**config.mk**
```make
export PLATFORM = sky130hd
export DESIGN_NAME = sensor_conditioner
export DESIGN_NICKNAME = d
export VERILOG_FILES = /design/src/rtl/sensor_conditioner.sv
export SDC_FILE = /design/constraint.sdc
export NUM_CORES = 1
export LEC_CHECK = 0
export BUFFER_PORTS_ARGS = -buffer_cell sky130_fd_sc_hd__buf_2
export CAP_MARGIN = 20
export CORE_MARGIN = 1.5
export CORE_UTILIZATION = 40
export DETAILED_ROUTE_END_ITERATION = 10
export GPL_TIMING_DRIVEN = 1
export PLACE_DENSITY = 0.68
export SLEW_MARGIN = 40
export SYNTH_ARGS = -nofsm -noshare
export SYNTH_HDL_FRONTEND = slang
export SYNTH_SLANG_ARGS = --single-unit
```
**constraint.sdc**
```tcl
create_clock -name clk -period 3.3 [get_ports clk]
set_input_delay 0.66 -clock clk [delete_from_list [all_inputs] [get_ports clk]]
set_output_delay 0.66 -clock clk [all_outputs]
set_load 0.02 [all_outputs]
```
**src/rtl/sensor_conditioner.sv**
```systemverilog
// sensor_conditioner: synchronizes and debounces the door/alarm/window/temperature
// sensor lines, and emits a one-cycle event pulse when any conditioned output changes.
// Optional feature macro: SENSOR_COND_TEMP_DEBOUNCE_EN. When defined, the temperature
// word is debounced as a whole. When undefined, it is the synchronized bus.
module sensor_conditioner #(
    parameter int unsigned DEBOUNCE_CYCLES = 4,
    parameter int unsigned TEMP_W          = 6,
    parameter int unsigned TEMP_RESET      = 20
) (
    input  logic              clk,
    input  logic              reset,
    input  logic              raw_SFD,
    input  logic              raw_SRD,
    input  logic              raw_SFA,
    input  logic              raw_SW,
    input  logic              raw_ST,
    input  logic [TEMP_W-1:0] raw_temperature,
    output logic              SFD,
    output logic              SRD,
    output logic              SFA,
    output logic              SW,
    output logic              ST,
    output logic [TEMP_W-1:0] temperature,
    output logic              sensor_event
);

    localparam int unsigned       CNT_W     = $clog2(DEBOUNCE_CYCLES + 1);
    localparam logic [CNT_W-1:0]  CNT_LAST  = CNT_W'(DEBOUNCE_CYCLES - 1);
    localparam logic [CNT_W-1:0]  CNT_ONE   = CNT_W'(1);
    localparam logic [TEMP_W-1:0] TEMP_INIT = TEMP_W'(TEMP_RESET);

    // Bit order for the five sensors: 0 SFD, 1 SRD, 2 SFA, 3 SW, 4 ST
    logic [4:0]              w_raw;
    logic [4:0]              r_s1;
    logic [4:0]              r_s2;
    logic [TEMP_W-1:0]       r_ts1;
    logic [TEMP_W-1:0]       r_ts2;
    logic [4:0]              r_sens;
    logic [4:0]              w_sens_nxt;
    logic [4:0][CNT_W-1:0]   r_cnt;
    logic [4:0][CNT_W-1:0]   w_cnt_nxt;
    logic [TEMP_W-1:0]       w_temp_cur;
    logic [TEMP_W-1:0]       w_temp_nxt;
    logic                    r_event;

    assign w_raw = {raw_ST, raw_SW, raw_SFA, raw_SRD, raw_SFD};

    // Two-flop synchronizers for every raw sensor bit and the temperature bus
    always_ff @(posedge clk or negedge reset) begin
        if (!reset) begin
            r_s1  <= '0;
            r_s2  <= '0;
            r_ts1 <= TEMP_INIT;
            r_ts2 <= TEMP_INIT;
        end else begin
            r_s1  <= w_raw;
            r_s2  <= r_s1;
            r_ts1 <= raw_temperature;
            r_ts2 <= r_ts1;
        end
    end

    // Per-bit debounce: output follows s2 only after DEBOUNCE_CYCLES consecutive differing samples
    always_comb begin
        w_sens_nxt = r_sens;
        w_cnt_nxt  = '0;
        for (int unsigned i = 0; i < 5; i++) begin
            if (r_s2[i] != r_sens[i]) begin
                if (r_cnt[i] == CNT_LAST) begin
                    w_sens_nxt[i] = r_s2[i];
                end else begin
                    w_cnt_nxt[i] = r_cnt[i] + CNT_ONE;
                end
            end
        end
    end

    // Sensor output and counter registers
    always_ff @(posedge clk or negedge reset) begin
        if (!reset) begin
            r_sens <= '0;
            r_cnt  <= '0;
        end else begin
            r_sens <= w_sens_nxt;
            r_cnt  <= w_cnt_nxt;
        end
    end

`ifdef SENSOR_COND_TEMP_DEBOUNCE_EN
    logic [TEMP_W-1:0] r_temp;
    logic [TEMP_W-1:0] r_tprev;
    logic [CNT_W-1:0]  r_tcnt;
    logic [CNT_W-1:0]  w_tcnt_nxt;

    // Word debounce: s2 must match its previous sample long enough, so skewed codes never pass
    always_comb begin
        w_temp_nxt = r_temp;
        w_tcnt_nxt = '0;
        if ((r_ts2 == r_tprev) && (r_ts2 != r_temp)) begin
            if (r_tcnt == CNT_LAST) begin
                w_temp_nxt = r_ts2;
            end else begin
                w_tcnt_nxt = r_tcnt + CNT_ONE;
            end
        end
    end

    // Temperature output, previous-sample and counter registers
    always_ff @(posedge clk or negedge reset) begin
        if (!reset) begin
            r_temp  <= TEMP_INIT;
            r_tprev <= TEMP_INIT;
            r_tcnt  <= '0;
        end else begin
            r_temp  <= w_temp_nxt;
            r_tprev <= r_ts2;
            r_tcnt  <= w_tcnt_nxt;
        end
    end

    assign w_temp_cur = r_temp;
`else
    // Without word debounce the output is s2 itself, so its next value is s1
    assign w_temp_cur = r_ts2;
    assign w_temp_nxt = r_ts1;
`endif

    // Event pulse: registered flag set on the same edge any output takes a new value
    always_ff @(posedge clk or negedge reset) begin
        if (!reset) begin
            r_event <= 1'b0;
        end else begin
            r_event <= (w_sens_nxt != r_sens) || (w_temp_nxt != w_temp_cur);
        end
    end

    assign SFD          = r_sens[0];
    assign SRD          = r_sens[1];
    assign SFA          = r_sens[2];
    assign SW           = r_sens[3];
    assign ST           = r_sens[4];
    assign temperature  = w_temp_cur;
    assign sensor_event = r_event;

endmodule

```
# After elaboration in Yosys (flattened, before gate mapping)
# Index checks and enable logic that the tools add are counted.
# totals
register_bits	43
input_bits	13
elab_cells	49
# classes
addsub	5
eq_ne	12
muxes	20
n_reduce_logical	1
# op_table
op	n
two-way mux 3 bit	10
adder 3 x 1 -> 3 bit (second input constant)	5
equality test 3 x 2 -> 1 bit (second input constant)	5
two-way mux 1 bit	10
inequality test 6 bit	1
inequality test 1 bit	5
inequality test 5 bit	1
logical OR 1 bit	1

# Logic depth before layout (Yosys ltp)
# logic_depth
depth_word	5
mapped_depth	5

# Worst setup path after synthesis
# Ideal clock, no wire load.
# synth_path
kind	flip-flop to flip-flop
start	reg r_cnt[12] in the netlist's numbering
end	reg r_event, in the netlist sensor_event
t_arrival_ns	1.200
slack_ns	1.967
stages_incl_launch_ff	6
n_path_buf	0
synth_period_minus_slack_ns	1.333
cell_sequence	dfrtp_1 -> ha_1 -> and2b_1 -> nor2b_1 -> nor4_2 -> nand3_1
# synth_via
elab_chain_cells	5
# synth_lines
element	line	text
from (decl)	40	logic [4:0][CNT_W-1:0] r_cnt;
from (signal assigned)	85	r_cnt <= w_cnt_nxt;
equality test 3 x 2 -> 1 bit	69	if (r_cnt[i] == CNT_LAST) begin
two-way mux 1 bit	69	
two-way mux 1 bit	68	if (r_s2[i] != r_sens[i]) begin
inequality test 5 bit	133	r_event <= (w_sens_nxt != r_sens) || (w_temp_nxt != w_temp_cur);
logical OR 1 bit	133	
to (signal assigned)	133	
to (decl)	44	logic r_event;
# Every way passes these cells.

# Worst setup path after layout
# layout_path
start	reg r_ts2[4], in the netlist temperature[4]
end	out temperature[4]
# layout_lines
element	line	text
from (decl)	37	logic [TEMP_W-1:0] r_ts2;
from (signal assigned)	59	r_ts2 <= r_ts1;
to (decl)	23	output logic [TEMP_W-1:0] temperature,
# No word-level cell between the ends.

==> impl_metrics.json <==
{
  "antenna_found_initial": 0,
  "startpoint": "temperature[4]",
  "p_leak_nw": 0.831,
  "cts_root_buf": "clkbuf_8",
  "synth_xor_area_share_pct": 6.95,
  "path_cells": "buf_2",
  "io-pin-count": 25,
  "end_kind": "output pin",
  "drt_iter0_drc": 14,
  "cp_slowest_stage_delay_ps": 540,
  "vdd_drop_max_uv": 348,
  "post-route-drc-count": 0,
  "ys_seq_area_share_pct": 72.3,
  "htree_levels": 2,
  "area_growth_pct": 18.1,
  "gp_congestion": 0.643,
  "cts_buffers": 5,
  "clock_skew_ps": 4.41,
  "path_clk_slew_ps": 80,
  "ys_seq_elements": 43,
  "final_nets": 142,
  "yosys.area_share.simple_pct": 12.8,
  "multi_input_area_sq_um": 414,
  "start_kind": "register",
  "die_h_microns": 64.1,
  "holdBufCountCts": 0,
  "cp_top_family": "flip-flops",
  "cts_sinks": 43,
  "fin_tns_setup_ps": 0,
  "detail_route.vias_per_cell": 4.53,
  "place_area_sq_um": 1680,
  "crit_type": "register to output pin",
  "synth-compound-area-share_pct": 0,
  "cap_violations": 0,
  "r2r.worst_path.cells": 5,
  "r2r_slack_ps": 1840,
  "cts_tree": "yes",
  "ctsResizeCount": 0,
  "slew_headroom_pct": 65.7,
  "core_sq_um": 3630,
  "status": "finished, final reports clean",
  "antennaDiodeCount": 0,
  "io_buffer_count": 24,
  "wl_mm": 2.06,
  "synth_fa_ha_area_share_pct": 4.18,
  "rows": 22,
  "synth.avg_cell_area_sq_um": 16.1,
  "synth.cell_area_sq_um": 1500,
  "synth_top_family_by_area": "simple AND/OR/NAND/NOR gates",
  "post-cts-setup-buffers": 0,
  "grt.total_usage_pct": 12.1,
  "r2r_end": "sensor_event",
  "grt_max_degree": 44,
  "yosysUniqueCellTypes": 14,
  "hold_class": "input port to async pin",
  "seqCellArea_sq_um": 1080,
  "clk_path_buf_depth": 2,
  "syn_nets": 111,
  "path_max_fanout": 2,
  "timing.rr.start": "r_cnt[12]",
  "finalHoldViolations": 0,
  "grt_pass1_vias": 843,
  "final_cells": 172,
  "placed_cells": 165,
  "setup_violations": 0,
  "path_depth": 1,
  "fmaxAchievable_ghz": 0.608,
  "layout_min_cycle_time_ps": 1640,
  "yosysWarningCount": 0,
  "die_area_sq_um": 4110,
  "cp_slowest_cell": "dfstp_2",
  "layout_commonest_cell": "dfrtp_1",
  "synth_mux_area_share_pct": 3.77,
  "critPathBufInv": 1,
  "critPathRequiredTime_ps": 2640,
  "final_area_sq_um": 1770,
  "ant_nets": 0,
  "mostFrequentLayoutCells": "dfrtp_1, buf_2, nor2b_1, nor3b_1",
  "layout-drive-gt1-share_pct": 29.8,
  "drt-pass1-iter-count": 4,
  "detail_route.wl_per_cell_microns": 12.0,
  "grt_pass1_wl_mm": 3.62,
  "start_util_pct": 41.2,
  "dp_hpwl_mm": 1.50,
  "rsz0062_at_grt": "false",
  "worstSkewPairLatency_ps": 290,
  "crit_arrival_ps": 980,
  "worst_pin_slew_ps": 514,
  "slew_viol_final": 0,
  "fillers": 351,
  "netlist_instances": 93,
  "overflow": 0,
  "dieWidth_microns": 64.1,
  "period_share_pct": 49.8,
  "power.density_nw_per_um2": 738,
  "num_vias": 780
}
## sequential cells by signal, summed over array words and instances, names as in the netlist
| register | count |
|---|---|
| temperature | 6 |
| r_cnt | 15 |
| sensor_event | 1 |
| r_s2 | 5 |
| r_sens | 5 |
| r_s1 | 5 |
| r_ts1 | 6 |
## metal layers
metal	routed length [microns]	GRT usage, %	vias to the layer above
li1	-	-	371
met1	814	13.5	385
met2	1090	20.3	18
met3	113	5.28	6
met4	44	4.79	0
met5	0	0	-
## worst max-delay path by stage
stage	endpoint	slack, ps
finish	temperature[4]	1660
global route	temperature[4]	1620
CTS	temperature[4]	1640
detailed placement	sensor_event	1850
global placement	r_ts1[0]	1900
floorplan	sensor_event	1970
## where the power goes
part,switching [mW],total (mW),internal [mW]
registers,0.0603,0.684,0.623
clock network,0.160,0.324,0.164
logic,0.160,0.296,0.136
total,0.380,1.30,0.923
## per-stage QoR
stage,utilization [%],hold WS [ps],total power [mW],setup WS [ps]
after floorplan,-,331,0.897,1970
after CTS,48.6,354,1.32,1640
after global routing,48.6,357,1.40,1620
after global placement,46.1,333,0.974,1900
after detailed placement,46.2,337,0.997,1850
final,48.6,345,1.30,1660
## Yosys cell counts (all sizes together)
| library cell | instances | area (sq um) |
|---|---|---|
| dfrtp | 39 | 976 |
| nor2b | 10 | 62.6 |
| nor3b | 9 | 67.6 |
| nor3 | 6 | 30.0 |
| xor2 | 6 | 52.6 |
| ha | 5 | 62.6 |
| mux2 | 5 | 56.3 |
| xnor2 | 5 | 51.3 |
| dfstp | 4 | 105 |
| nor4 | 2 | 18.8 |
| and2b | 1 | 7.51 |
| nand3 | 1 | 5.00 |
## cells by family after synthesis
| kind of cell | Yosys count |
|---|---|
| XOR/XNOR | 11 |
| adder cells (fa/ha/maj) | 5 |
| flip-flops | 43 |
| multiplexers | 5 |
| AND/OR/NAND/NOR | 29 |
## layout make-up
type,count,share of cell area [%]
multi-input combinational,50,23.5
sequential,43,61.2
clock buffer,6,4.68
clock inverter,1,0.283
tap,48,3.40
timing repair buffer,24,6.95
(Power assumes the default switching activity.)
